## config.mk

```make
export PLATFORM = sky130hd
export DESIGN_NAME = array_init_ctrl
export DESIGN_NICKNAME = d
export VERILOG_FILES = /design/src/rtl/array_init_ctrl.sv
export SDC_FILE = /design/constraint.sdc
export NUM_CORES = 1
export LEC_CHECK = 0
export BUFFER_PORTS_ARGS = -buffer_cell sky130_fd_sc_hd__buf_4
export CAP_MARGIN = 0
export CORE_UTILIZATION = 45
export DETAILED_ROUTE_END_ITERATION = 7
export PLACE_DENSITY = 0.89
export SLEW_MARGIN = 10
export SYNTH_ARGS = -nofsm -noshare
export SYNTH_HDL_FRONTEND = slang
export SYNTH_SLANG_ARGS = --single-unit
```

## constraint.sdc

```tcl
create_clock -name clk -period 1.65 [get_ports clk]
set_clock_uncertainty 0.1 [all_clocks]
set_input_delay 0.165 -clock clk [delete_from_list [all_inputs] [get_ports clk]]
set_output_delay 0.165 -clock clk [all_outputs]
set_load 0.02 [all_outputs]
```

## src/rtl/array_init_ctrl.sv

```systemverilog
// Front-end controller that sweeps a DEPTH x WIDTH array with an init value after reset/flush,
// then forwards client reads/writes. Optional macro ARRAY_INIT_PATTERN_EN selects an address-tagged init pattern.
module array_init_ctrl #(
   parameter int DEPTH  = 32,
   parameter int WIDTH  = 112,
   parameter int ADDR_W = $clog2(DEPTH)
) (
   input  logic              clk,
   input  logic              rst_n,
   input  logic              flush_req,
   input  logic              wr_valid,
   output logic              wr_ready,
   input  logic [ADDR_W-1:0] wr_addr,
   input  logic [WIDTH-1:0]  wr_data,
   input  logic              rd_valid,
   output logic              rd_ready,
   input  logic [ADDR_W-1:0] rd_addr,
   output logic              mem_wen,
   output logic [ADDR_W-1:0] mem_waddr,
   output logic [WIDTH-1:0]  mem_wdata,
   output logic              mem_ren,
   output logic [ADDR_W-1:0] mem_raddr,
   output logic              init_done,
   output logic              busy
);

   typedef enum logic {
      S_INIT,
      S_READY
   } state_e;

   state_e              state_q;
   logic [ADDR_W-1:0]   ptr_q;
   logic                mem_wen_q;
   logic [ADDR_W-1:0]   mem_waddr_q;
   logic [WIDTH-1:0]    mem_wdata_q;
   logic                mem_ren_q;
   logic [ADDR_W-1:0]   mem_raddr_q;

   logic                wr_acc;
   logic                rd_acc;
   logic [WIDTH-1:0]    init_word;

   always_comb begin
`ifdef ARRAY_INIT_PATTERN_EN
      init_word = {(WIDTH/8){3'b101, ptr_q}};
`else
      init_word = (ptr_q == ptr_q) ? '0 : '1;
`endif
   end

   // A read colliding with a same-cycle write to the same entry is held off so the write lands first.
   always_comb begin
      wr_ready = (state_q == S_READY);
      rd_ready = (state_q == S_READY) && !(wr_valid && rd_valid && (wr_addr == rd_addr));
      wr_acc   = wr_valid && wr_ready;
      rd_acc   = rd_valid && rd_ready;
   end

   always_ff @(posedge clk) begin
      if (!rst_n) begin
         state_q     <= S_INIT;
         ptr_q       <= '0;
         mem_wen_q   <= 1'b0;
         mem_waddr_q <= '0;
         mem_wdata_q <= '0;
         mem_ren_q   <= 1'b0;
         mem_raddr_q <= '0;
      end else begin
         case (state_q)
            S_INIT: begin
               mem_wen_q   <= 1'b1;
               mem_waddr_q <= ptr_q;
               mem_wdata_q <= init_word;
               mem_ren_q   <= 1'b0;
               if (flush_req) begin
                  ptr_q <= '0;
               end else if (ptr_q == ADDR_W'(DEPTH - 1)) begin
                  ptr_q   <= '0;
                  state_q <= S_READY;
               end else begin
                  ptr_q <= ptr_q + ADDR_W'(1);
               end
            end
            default: begin
               mem_wen_q <= wr_acc;
               if (wr_acc) begin
                  mem_waddr_q <= wr_addr;
                  mem_wdata_q <= wr_data;
               end
               mem_ren_q <= rd_acc;
               if (rd_acc) begin
                  mem_raddr_q <= rd_addr;
               end
               if (flush_req) begin
                  state_q <= S_INIT;
                  ptr_q   <= '0;
               end
            end
         endcase
      end
   end

   assign mem_wen   = mem_wen_q;
   assign mem_waddr = mem_waddr_q;
   assign mem_wdata = mem_wdata_q;
   assign mem_ren   = mem_ren_q;
   assign mem_raddr = mem_raddr_q;
   assign init_done = (state_q == S_READY);
   assign busy      = (state_q == S_INIT);

endmodule
```

==> run metrics <==
largest net degree at the start of global routing=61; H-tree levels=4; register-to-register setup slack=0.01 ns; area of the multi-input gates=0.00204 mm2; port bufs=254; CTS tree=done; FF-to-FF Start=ptr_q[1]; synthesized net count=588; Fin Hold WS=0.0377 ns; flop and latch count out of synthesis=130; Critical Path, Cell by Cell=ha_2 > and3_1 > ha_2 > nor3_2 > nand4_1 > a21oi_1; Routed WL=18000 um; CTS root buffer=clkbuf_8; LEAKAGE=4.14 nW; core area=0.0104 mm2; worst hold path type=input port to flip-flop; CTS Buf Count=17; Layout area overhead=80.2%; CP required=1.99 ns; Buf/Inv on CP=0; Netlist cell types=29; DR vias=5085; post-layout min period=1.64 ns; Initial Util=46.9%; crit start category=flip-flop; Worst slew margin=58.9%; register area share after synthesis=53.3%; Crit path arrival time=1.98 ns; GP Congestion=0.795; clk_lat worst skew=0.51 ns; Final nets=974; final worst slack=0.0146 ns; RSZ-0062 raised after global routing=yes; critical path capture point type=flip-flop; clock slew at reported path FFs=0.06 ns; initial antenna violation count=0; crit-path max cell delay=0.35 ns; CP dominant cell by count=ha_2; die height=106 um; peak supply drop=0.000669 V; IO Count=255; DP HPWL=9520 um; Synth Warn #=0; TritonRoute pass-1 iters=4; antenna-violating nets left=0; Final Slew Violations=0; antenna fix cells=0; GRT Overall Usage=31.7%; Iter 0 DRT Violations=225; Vias/cell=5.12; kind of cell adding the most delay to the critical path=simple AND/OR/NAND/NOR gates; Critical Path Stages=6; PwrDens=895 mW/mm2; wire length per cell=18.1 um; Hold Path Origin=wr_valid; dpl ws=-0.00267 ns; # clock sinks=130; r2r endpoint=ptr_q[3]; reg2reg path depth=6; worst-case clock buffer depth=2; f_max=611 MHz; hold endpoint=mem_waddr[3]; Fin. Hold Viols=0; worst hold path depth=3; Synth Instances=459; Final period util=99.1%; Tightest Pin Transition=0.616 ns; outcome=finished, final reports clean; DRC errors left=0; Crit Path Max Fanout=5; Rows=37; crit path kind=flip-flop to flip-flop; Mapped Area=0.00488 mm2; gr ovfl total=0; layout cell share with drive strength beyond 1=35.5%; first-pass GRT wire length=27300 um; number of fill cells=480; max_cap viols=0; die area=0.0113 mm2; vias in the first global route=5426; final setup violation count=0; Slowest-stage cell, CP=dfxtp_2; Die W=106 um; syn_area_per_cell=10.6 um2; Storage cell area=0.00261 mm2
## layout make-up
class	count	share of cell area, %
clock buffers	19	4.91
clock inverters	13	2.11
inverters	3	0.128
multi-input cells	295	23.2
flip-flops and latches	130	29.6
well taps	136	1.93
repair buffers	398	38.1
## cells by family after synthesis
logic type      after synthesis  synth area share [%]
compound gates               24                  3.61
xor+xnor                      5                 0.897
fa+ha+maj                     2                 0.513
buf+inv                      34                  5.18
flops                       130                  53.3
mux                         119                  24.4
simple gates                145                  12.1
## metrics by stage
step           setup TNS, ns  cells  total power, mW  util, %  cell area, um2
2_1_floorplan              0    459             3.48        -            4880
3_3_place_gp               0    828             3.74     65.5            6830
3_5_place_dp        -0.00267    828             3.76     65.5            6830
4_1_cts                    0    993             7.87     84.3            8780
5_1_grt              -0.0316    994             8.13     84.4            8800
6_report                   0    994             7.87     84.4            8800
## routing by layer
metal	GRT usage, %	part of all wire (%)	vias up
met4	18.0	4.9	0
li1	-	-	2347
met5	0	0	-
met3	7.79	5.8	73
met2	60.4	54	262
met1	30.7	35	2403
## placed cells by master (no fill, tap or decap), drive strengths merged
| cell | netlist | routed |
|---|---|---|
| nand2 | 2 | 2 |
| nor3 | 2 | 2 |
| o2111ai | 5 | 5 |
| and4 | 1 | 1 |
| o211ai | 5 | 5 |
| bufinv | 0 | 4 |
| clkinv | 0 | 7 |
| ha | 2 | 2 |
| nand3b | 1 | 1 |
| dfxtp | 130 | 130 |
| xnor2 | 5 | 5 |
| a31oi | 2 | 2 |
| clkbuf | 4 | 19 |
| a21oi | 3 | 3 |
| nand3 | 5 | 5 |
| dlygate4sd3 | 0 | 133 |
| and2 | 1 | 1 |
| nor2 | 124 | 124 |
| a211oi | 6 | 6 |
| inv | 3 | 3 |
| o21ai | 2 | 2 |
| nand4 | 7 | 7 |
| mux2i | 119 | 119 |
| o21a | 1 | 1 |
| nand2b | 1 | 1 |
| and3 | 1 | 1 |
| clkinvlp | 0 | 2 |
| buf | 27 | 265 |
## state kept, by name, indices dropped and copies added, names as in the netlist
name       flops
init_done      1
mem_raddr      5
mem_ren        1
mem_waddr      5
mem_wdata    112
mem_wen        1
ptr_q          5
## cells in the mapped netlist
library cell	number	area share (%)
a211oi_1	5	0.77
and4_1	1	0.18
a21oi_1	3	0.31
nand2_1	1	0.077
o21ai_0	2	0.21
o2111ai_1	5	0.90
clkbuf_1	4	0.31
nand3_1	5	0.51
xnor2_1	5	0.90
buf_6	9	2.1
and3_1	1	0.13
o211ai_1	5	0.77
inv_1	1	0.077
nor3_1	2	0.21
buf_4	14	2.2
mux2i_1	119	24
buf_2	4	0.41
nand3b_1	1	0.15
ha_1	2	0.51
a31oi_1	2	0.26
a211oi_2	1	0.26
o21a_1	1	0.15
nand2_2	1	0.13
nand4_1	7	0.90
nand2b_1	1	0.13
and2_1	1	0.13
nor2_1	124	9.5
inv_2	2	0.15
dfxtp_1	130	53
## what timing repair did
| item | 4_1_cts | 5_1_grt |
|---|---|---|
| setup buffers | 0 | 1 |
| hold buffers | 133 | 0 |
| endpoints found under the hold margin | 130 | 0 |
| setup endpoints to repair | 2 | 4 |
| resized for setup | 2 | 4 |
## how the worst max path moves through the flow
stage,start,endpoint,slack [ns]
final,ptr_q[1],ptr_q[3],0.01
after floorplan,ptr_q[0],ptr_q[3],0.15
after global placement,ptr_q[1],ptr_q[3],0.11
after detailed placement,ptr_q[1],ptr_q[3],-0.003
after CTS,init_done,rd_ready,0.006
after global routing,ptr_q[1],ptr_q[3],-0.03
## power breakdown
group	internal [mW]	leakage (nW)	total [mW]	switching [mW]
Sequential	3.14	1.05	3.15	0.00438
Combinational	0.540	2.79	0.842	0.302
Clock	2.49	0.298	3.88	1.39
Total	6.18	4.14	7.87	1.69
## worst reg2reg max path: cells and delay by family, from the launching register on
family | cells | cell delay (ns)
simple gates | 3 | 0.53
fa+ha+maj | 2 | 0.41
flops | 1 | 0.35
compound gates | 1 | 0.17
Power figures use the tool's default switching activity.
